### src/rtl/npc_sim_monitor.sv
// End-of-simulation monitor for the NPC core: detects ebreak, commit stalls and
// cycle limits, latches the halt context, then raises done after a drain delay.
module npc_sim_monitor #(
  parameter int unsigned     XLEN       = 64,
  parameter int unsigned     NRET       = 1,
  parameter int unsigned     TIMEOUT    = 4096,
  parameter longint unsigned MAX_CYCLES = 0,
  parameter int unsigned     DRAIN      = 4
) (
  input  logic                   clock,
  input  logic                   reset,
  input  logic [NRET-1:0]        commit_valid,
  input  logic [32*NRET-1:0]     commit_inst,
  input  logic [XLEN*NRET-1:0]   commit_pc,
  input  logic [XLEN-1:0]        a0_value,
  output logic                   halted,
  output logic                   done,
  output logic [2:0]             halt_reason,
  output logic [XLEN-1:0]        exit_code,
  output logic [XLEN-1:0]        halt_pc,
  output logic [63:0]            cycle_cnt,
  output logic [63:0]            inst_cnt
);

  localparam logic [31:0] EBREAK    = 32'h0010_0073;
  localparam logic [31:0] TIMEOUT_W = 32'(TIMEOUT);
  localparam logic [63:0] MAX_W     = 64'(MAX_CYCLES);
  localparam logic [31:0] DRAIN_W   = 32'(DRAIN);

  localparam logic [2:0] R_NONE  = 3'd0;
  localparam logic [2:0] R_GOOD  = 3'd1;
  localparam logic [2:0] R_BAD   = 3'd2;
  localparam logic [2:0] R_TIMEO = 3'd3;
  localparam logic [2:0] R_LIMIT = 3'd4;

  typedef enum logic [1:0] {
    ST_RUN   = 2'd0,
    ST_DRAIN = 2'd1,
    ST_DONE  = 2'd2
  } state_t;

  state_t          state_q, state_d;
  logic [2:0]      reason_q, reason_d;
  logic [XLEN-1:0] exit_q, exit_d;
  logic [XLEN-1:0] hpc_q, hpc_d;
  logic [XLEN-1:0] last_pc_q, last_pc_d;
  logic [63:0]     cycle_q, cycle_d;
  logic [63:0]     inst_q, inst_d;
  logic [31:0]     idle_q, idle_d;
  logic [31:0]     drain_q, drain_d;

  logic            ebreak_hit;
  logic            any_commit;
  logic [XLEN-1:0] ebreak_pc;
  logic [XLEN-1:0] top_pc;
  logic [63:0]     lane_cnt;

  // Walk lanes in retirement order; lanes younger than the first ebreak do not count.
  always_comb begin
    ebreak_hit = 1'b0;
    ebreak_pc  = '0;
    top_pc     = last_pc_q;
    lane_cnt   = '0;
    any_commit = |commit_valid;
    for (int i = 0; i < int'(NRET); i++) begin
      if (commit_valid[i] && !ebreak_hit) begin
        lane_cnt = lane_cnt + 64'd1;
        top_pc   = commit_pc[i*XLEN +: XLEN];
        if (commit_inst[i*32 +: 32] == EBREAK) begin
          ebreak_hit = 1'b1;
          ebreak_pc  = commit_pc[i*XLEN +: XLEN];
        end
      end
    end
  end

  always_comb begin
    state_d   = state_q;
    reason_d  = reason_q;
    exit_d    = exit_q;
    hpc_d     = hpc_q;
    last_pc_d = last_pc_q;
    cycle_d   = cycle_q;
    inst_d    = inst_q;
    idle_d    = idle_q;
    drain_d   = drain_q;
    unique case (state_q)
      ST_RUN: begin
        cycle_d = cycle_q + 64'd1;
        inst_d  = inst_q + lane_cnt;
        if (any_commit) begin
          last_pc_d = top_pc;
          idle_d    = '0;
        end else if (idle_q != TIMEOUT_W) begin
          idle_d = idle_q + 32'd1;
        end
        if (ebreak_hit) begin
          reason_d = (a0_value == '0) ? R_GOOD : R_BAD;
          exit_d   = a0_value;
          hpc_d    = ebreak_pc;
          state_d  = ST_DRAIN;
        end else if ((MAX_W != 64'd0) && (cycle_q + 64'd1 == MAX_W)) begin
          reason_d = R_LIMIT;
          exit_d   = '1;
          hpc_d    = last_pc_d;
          state_d  = ST_DRAIN;
        end else if ((TIMEOUT_W != 32'd0) && !any_commit &&
                     (idle_q == TIMEOUT_W - 32'd1)) begin
          reason_d = R_TIMEO;
          exit_d   = '1;
          hpc_d    = last_pc_d;
          state_d  = ST_DRAIN;
        end
      end
      ST_DRAIN: begin
        // DRAIN of 0 or 1 both leave after a single drain cycle.
        if (drain_q + 32'd1 >= DRAIN_W) begin
          state_d = ST_DONE;
        end else begin
          drain_d = drain_q + 32'd1;
        end
      end
      default: state_d = ST_DONE;
    endcase
  end

  always_ff @(posedge clock) begin
    if (reset) begin
      state_q   <= ST_RUN;
      reason_q  <= R_NONE;
      exit_q    <= '0;
      hpc_q     <= '0;
      last_pc_q <= '0;
      cycle_q   <= '0;
      inst_q    <= '0;
      idle_q    <= '0;
      drain_q   <= '0;
    end else begin
      state_q   <= state_d;
      reason_q  <= reason_d;
      exit_q    <= exit_d;
      hpc_q     <= hpc_d;
      last_pc_q <= last_pc_d;
      cycle_q   <= cycle_d;
      inst_q    <= inst_d;
      idle_q    <= idle_d;
      drain_q   <= drain_d;
    end
  end

  assign halted      = (state_q != ST_RUN);
  assign done        = (state_q == ST_DONE);
  assign halt_reason = reason_q;
  assign exit_code   = exit_q;
  assign halt_pc     = hpc_q;
  assign cycle_cnt   = cycle_q;
  assign inst_cnt    = inst_q;

endmodule
### config.mk
export PLATFORM = sky130hd
export DESIGN_NAME = npc_sim_monitor
export DESIGN_NICKNAME = d
export VERILOG_FILES = /design/src/rtl/npc_sim_monitor.sv
export SDC_FILE = /design/constraint.sdc
export NUM_CORES = 1
export LEC_CHECK = 0
export CORE_MARGIN = 2
export CORE_UTILIZATION = 32
export CTS_BUF_LIST = sky130_fd_sc_hd__clkbuf_4 sky130_fd_sc_hd__clkbuf_8 sky130_fd_sc_hd__clkbuf_16
export CTS_CLUSTER_SIZE = 12
export DETAILED_ROUTE_END_ITERATION = 16
export GPL_TIMING_DRIVEN = 0
export PLACE_DENSITY_LB_ADDON = 0.08
export SYNTH_ARGS = -nofsm -noshare
export SYNTH_HDL_FRONTEND = slang
export SYNTH_SLANG_ARGS = --single-unit
### constraint.sdc
create_clock -name clock -period 6 [get_ports clock]
set_clock_uncertainty 0.2 [all_clocks]
set_input_delay 0.9 -clock clock [delete_from_list [all_inputs] [get_ports clock]]
set_output_delay 0.9 -clock clock [all_outputs]
set_load 0.01 [all_outputs]
==> results of run 1 <==
-- per-layer routing --
metal / GRT usage, % / share of wire (%) / vias up
li1: - / - / 7615
met1: 25.70 / 44 / 7155
met2: 33.39 / 46 / 365
met3: 6.300 / 6.9 / 109
met4: 7.062 / 3.0 / 20
met5: 0 / 0.27 / -
-- power groups by stage --
stage / combinational, mW / clock (mW) / sequential [mW]
after floorplan: 0.120 / 0 / 2.67
after global placement: 0.301 / 0 / 2.68
after detailed placement: 0.303 / 0 / 2.68
after CTS: 0.305 / 2.82 / 2.62
after global routing: 0.328 / 2.92 / 2.62
final: 0.300 / 2.73 / 2.62
-- layout make-up --
| type | count | area (um2) | area share, % |
|---|---|---|---|
| Sequential cell | 388 | 7767 | 34.23 |
| Multi-Input combinational cell | 1398 | 7840 | 34.55 |
| Buffer | 109 | 429.2 | 1.891 |
| Clock buffer | 65 | 1349 | 5.944 |
| Inverter | 35 | 131.4 | 0.5790 |
| Antenna cell | 2 | 5.005 | 0.02206 |
| Tap cell | 672 | 840.8 | 3.706 |
| Clock inverter | 10 | 103.9 | 0.4577 |
| Timing Repair Buffer | 422 | 4224 | 18.62 |
-- sequential cells by signal, indices dropped and copies added, names as in the netlist --
signal,cells
halt_reason,2
cycle_cnt,64
last_pc_q,64
state_q,2
drain_q,32
exit_code,64
halt_pc,64
inst_cnt,64
idle_q,32
-- stage by stage --
stage	hold slack, ns	util (%)	std cells
after CTS	0.2537	45.40	3099
after global placement	0.2405	42.50	3024
after floorplan	0.2357	-	1930
after detailed placement	0.2456	42.50	3024
final	0.2501	45.41	3101
after global routing	0.2708	45.41	3100
-- layout by cell type, fill, tap and decap left out, types with 3 or more instances in the layout --
master,Yosys,routed
nand3_1,62,62
o31a_1,3,3
dfxtp_1,388,388
a21oi_1,120,120
xor2_1,68,68
or2_2,3,3
nor2_1,328,328
nand2b_1,3,3
buf_2,13,13
clkbuf_4,0,12
nor2b_1,4,4
buf_1,4,4
or3_1,58,58
nor3_1,89,89
and2_1,41,41
a31oi_1,4,4
nand4_1,54,54
and4_1,26,26
nor4b_1,3,3
clkbuf_16,0,47
o21ai_0,54,54
xnor2_1,46,46
clkinv_2,0,7
nand2_1,203,203
and3_1,20,20
a211oi_1,65,65
nor4_1,44,44
inv_1,35,35
mux2i_1,68,68
clkdlybuf4s50_1,0,422
clkbuf_1,91,91
ha_1,6,6
clkbuf_8,0,6
-- worst max path at each step --
stage	startpoint	slack (ns)	end
after global routing	commit_valid	1.01	halt_pc[24]$_SDFFE_PP0P_
after floorplan	commit_valid	2.94	inst_cnt[60]$_SDFFE_PP0P_
after detailed placement	commit_valid	0.62	halt_pc[24]$_SDFFE_PP0P_
after global placement	commit_valid	0.70	halt_pc[16]$_SDFFE_PP0P_
final	commit_valid	1.51	halt_pc[24]$_SDFFE_PP0P_
after CTS	commit_valid	1.24	halt_pc[24]$_SDFFE_PP0P_
-- worst min-delay path, stage by stage, from the launching register on --
cell     delay (ns)
dfxtp_1        0.30
nand2_1        0.05
a21oi_1        0.05
-- logic make-up (layout without fill, tap and decap cells) --
kind of cell / Yosys count / after routing
AND/OR/NAND/NOR: 949 / 949
flip-flops: 388 / 388
AO/OA/AOI/OAI: 260 / 260
buffers and inverters: 144 / 641
XOR/XNOR: 114 / 114
multiplexers: 68 / 68
adder cells (fa/ha/maj): 6 / 6
other: 1 / 3
==> flow_summary.json, run 1 <==
{
  "synth-simple-area-share_pct": 28.04,
  "reg2reg_depth": 10,
  "seq_area_frac_synth_pct": 48.04,
  "switching_share_pct": 22.27,
  "clkPwrFrac_pct": 48.3,
  "holdCritPathClass": "reg -> reg",
  "cpLargestDelayFamily": "buffers and inverters",
  "cap_viol_max_count": 0,
  "path_class": "in -> reg",
  "syn_inst": 1930,
  "ctsResizeCount": 0,
  "dp_slack_ns": 0.6234,
  "synth_commonest_cells": "dfxtp_1 (388), nor2_1 (328), nand2_1 (203), a21oi_1 (120), clkbuf_1 (91)",
  "ff2ff_setup_slack_ns": 2.20,
  "synth_top_family_by_area": "simple AND/OR/NAND/NOR gates",
  "power-per-cell-area_nw_per_um2": 249.0,
  "power_frac_seq_pct": 46.4,
  "required_ns": 6.21,
  "fin_area_um2": 22690,
  "fp.dieArea_um2": 52340,
  "post-route-period-util_pct": 74.81,
  "postCtsSetupRepairBufs": 0,
  "cts_sinks": 388,
  "clk_pin_slew_worst_paths_ns": 0.05,
  "insertion_delay_ns": 0.57,
  "fmax_mhz": 222.8,
  "setup_ws_ns": 1.512,
  "place_congestion": 0.8593,
  "async_flop_share_pct": 0,
  "drtPass1Iterations": 5,
  "critPathLaunchType": "primary input",
  "numCtsBuffers": 46,
  "die_x_um": 228.8,
  "grt_max_degree": 12,
  "n_fill_cell": 5010,
  "cp.depth": 10,
  "drv_slew": 0,
  "wl_um": 55270,
  "vias_per_cell": 4.922,
  "vias": 15260,
  "r2r-start": "idle_q[3]$_SDFFE_PP0P_",
  "synth.largest_area_cell": "dfxtp_1",
  "nets": 2569,
  "worst_slew_pin_slew_ns": 1.024,
  "yosys-top-cells-area": "dfxtp_1 (48%), nor2_1 (7.6%), nand2_1 (4.7%)",
  "place_hpwl_um": 41550,
  "tns_ns": 0,
  "hold_viol": 0,
  "drc": 0,
  "p_sw_mw": 1.258,
  "p_int_mw": 4.392,
  "track_usage_pct": 20.51,
  "synth_area_um2": 16170,
  "initial_core_util_pct": 32.36,
  "synth_compound_area_share_pct": 9.581,
  "antenna_found_initial": 12,
  "worst_path_most_repeated_cell": "clkbuf_1",
  "yosys_warnings": 0,
  "critPathSlowestCell": "clkdlybuf4s50_1",
  "row_count": 82,
  "ys_ff_latch": 388,
  "cts.path.max_buffers": 3,
  "io_pins": 424,
  "holdPathStages": 2,
  "muxShareOfSynthArea_pct": 4.210,
  "hold_buffers": 0,
  "drt-initial-drc-count": 790,
  "drive_gt1_share_pct": 4.162,
  "worstSetupEndpointType": "register",
  "r2r_end": "halt_pc[24]$_SDFFE_PP0P_",
  "rsz0062_at_grt": "no",
  "leakagePower_nw": 7.772,
  "synth_xor_area_share_pct": 6.176,
  "p_total_mw": 5.650,
  "grt_remaining_overflow": 0,
  "synth_top_area_share_pct": 48.04,
  "ir_drop_mv": 0.1941,
  "min_to": "last_pc_q[23]$_SDFFE_PP0P_",
  "routedWlPerCell_um": 17.82,
  "yosysUniqueCellTypes": 49,
  "cts_tree": "yes",
  "antenna_left": 0,
  "arrival_ns": 4.70,
  "synth.most_common_cell": "dfxtp_1",
  "max_stage_delay_ns": 0.79,
  "min_from": "last_pc_q[23]$_SDFFE_PP0P_",
  "area_growth_pct": 40.34,
  "grt_pass1_vias": 14810,
  "fp.dieH_um": 228.8,
  "core_um2": 49970,
  "slew_headroom_pct": 31.08,
  "syn-num-nets": 2099,
  "crit_fanout": 10,
  "cts_root_buf": "clkbuf_16",
  "syn_avg_cell_area_um2": 8.377,
  "synth-edff-count": 0,
  "portBuffers": 422,
  "placed_area_um2": 21230,
  "path_cells": "clkdlybuf4s50_1, nand2_1, nor3_1, nand4_1, nor4_1, o21a_1, clkbuf_1, clkbuf_1, clkbuf_1, a211oi_1",
  "combPwrFrac_pct": 5.3,
  "grt_first_pass_wirelength_um": 85150,
  "setup_viol": 0,
  "ys.flop_type": "dfxtp_1",
  "htree_levels": 2,
  "synthAdderAreaFrac_pct": 0.4643,
  "outcome": "complete, no violations",
  "period_needed_ns": 4.488,
  "critPathBufInv": 4
}
Power figures use the tool's default switching activity.
==> inputs of run 2 (changes only) <==
- clock period: 6 -> 3.9 ns (I/O delays scaled with it)
==> flow_summary.json, run 2 (synthesized netlist as in run 1, its figures left out) <==
{
  "outcome": "complete, no violations",
  "worstSetupEndpointType": "register",
  "arrival_ns": 3.77,
  "row_count": 82,
  "worst_slew_pin_slew_ns": 0.9559,
  "path_cells": "and4_1, and4_1, and3_1, clkbuf_1, and4_1, o21a_1, clkbuf_1, clkbuf_2, buf_2, nor2_1, a211oi_1",
  "nets": 2569,
  "grt_max_degree": 12,
  "regArea_um2": 7767,
  "fp.dieArea_um2": 52340,
  "final_common_cell": "clkdlybuf4s50_1",
  "fp.dieH_um": 228.8,
  "cts_sinks": 388,
  "area_growth_pct": 40.57,
  "numCtsBuffers": 46,
  "drive_gt1_share_pct": 4.409,
  "initial_core_util_pct": 32.36,
  "htree_levels": 2,
  "core_um2": 49970,
  "cp-startpoint": "idle_q[3]$_SDFFE_PP0P_",
  "switching_share_pct": 22.27,
  "cap_viol_max_count": 0,
  "max_stage_delay_ns": 0.41,
  "clk_pin_slew_worst_paths_ns": 0.06,
  "setup_ws_ns": 0.3955,
  "portBuffers": 422,
  "antenna_found_initial": 12,
  "n_fill_cell": 5008,
  "holdWs_ns": 0.2501,
  "dp_slack_ns": -1.162,
  "holdCritPathClass": "reg -> reg",
  "worst_path_most_repeated_cell": "and4_1",
  "combPwrFrac_pct": 5.3,
  "min_from": "last_pc_q[23]$_SDFFE_PP0P_",
  "grt_pass1_vias": 14820,
  "vias": 15270,
  "critPathSlowestCell": "dfxtp_1",
  "io_pins": 424,
  "rsz0062_at_grt": "no",
  "slew_headroom_pct": 36.04,
  "finalCoreUtilization_pct": 45.49,
  "path_class": "reg -> reg",
  "track_usage_pct": 20.52,
  "leakagePower_nw": 7.827,
  "period_needed_ns": 3.505,
  "cts.path.max_buffers": 3,
  "fmax_mhz": 285.3,
  "power_frac_seq_pct": 46.4,
  "clkPwrFrac_pct": 48.3,
  "drv_slew": 0,
  "fin_cells": 3101,
  "cts_tree": "yes",
  "multi_input_area_um2": 7870,
  "critPathBufInv": 4,
  "p_sw_mw": 1.936,
  "place_hpwl_um": 41550,
  "r2r-start": "idle_q[3]$_SDFFE_PP0P_",
  "antenna_left": 0,
  "layout_common_cells": "clkdlybuf4s50_1 (421), dfxtp_1 (388), nor2_1 (328), nand2_1 (203), a21oi_1 (120)",
  "drc": 0,
  "placed_area_um2": 21230,
  "vias_per_cell": 4.925,
  "drtPass1Iterations": 5,
  "tns_ns": 0,
  "place_congestion": 0.8593,
  "ir_drop_mv": 0.2984,
  "hold_viol": 0,
  "cpLargestDelayFamily": "buffers and inverters",
  "p_int_mw": 6.757,
  "routedWlPerCell_um": 17.81,
  "die_x_um": 228.8,
  "dp.cells": 3024,
  "insertion_delay_ns": 0.57,
  "wl_um": 55240,
  "setup_viol": 0,
  "crit_fanout": 10,
  "cts_root_buf": "clkbuf_16",
  "post-route-period-util_pct": 89.86,
  "critPathLaunchType": "register",
  "power-per-cell-area_nw_per_um2": 382.5,
  "hold_buffers": 0,
  "grt_remaining_overflow": 0,
  "grt_first_pass_wirelength_um": 85200,
  "required_ns": 4.17,
  "drt-initial-drc-count": 811,
  "fin_area_um2": 22730,
  "p_total_mw": 8.693
}
[run 2: final cells by class]
cell class,count,share of cell area [%]
Antenna cell,2,0.02202
Buffer,109,1.910
Clock buffer,65,5.934
Clock inverter,10,0.4569
Inverter,35,0.5780
Multi-Input combinational cell,1398,34.63
Sequential cell,388,34.18
Tap cell,672,3.699
Timing Repair Buffer,422,18.60
[run 2: layer usage]
layer  vias to the layer above  part of all wire, %  global-route usage [%]
li1                       7617                    -                       -
met1                      7170                   44                   25.71
met2                       355                   46                   33.41
met3                       109                  6.9                   6.300
met4                        20                  3.0                   7.062
met5                         -                 0.27                       0
[run 2: power groups by stage]
stage | Sequential (mW) | Clock (mW) | Combinational, mW
after floorplan | 4.11 | 0 | 0.185
after global placement | 4.12 | 0 | 0.463
after detailed placement | 4.12 | 0 | 0.467
after CTS | 4.03 | 4.35 | 0.469
after global routing | 4.04 | 4.49 | 0.506
final | 4.03 | 4.20 | 0.461
[run 2: worst min-delay path, delay by kind of cell, from the launching register on]
kind	cells	cell delay, ns
flops	1	0.30
compound gates	1	0.05
simple gates	1	0.05
[run 2: what timing repair did]
item	in CTS	in global routing
pin swaps	0	0
setup endpoints to repair	133	57
setup buffers	0	0
resized for setup	7	2
[run 2: final timing paths]
kind,end,slack [ns],cells after the start
worst max-delay path,halt_pc[24]$_SDFFE_PP0P_,0.40,11
worst min-delay path,last_pc_q[23]$_SDFFE_PP0P_,0.25,2
worst max register to register,halt_pc[24]$_SDFFE_PP0P_,0.40,11
worst min register to register,last_pc_q[23]$_SDFFE_PP0P_,0.25,2
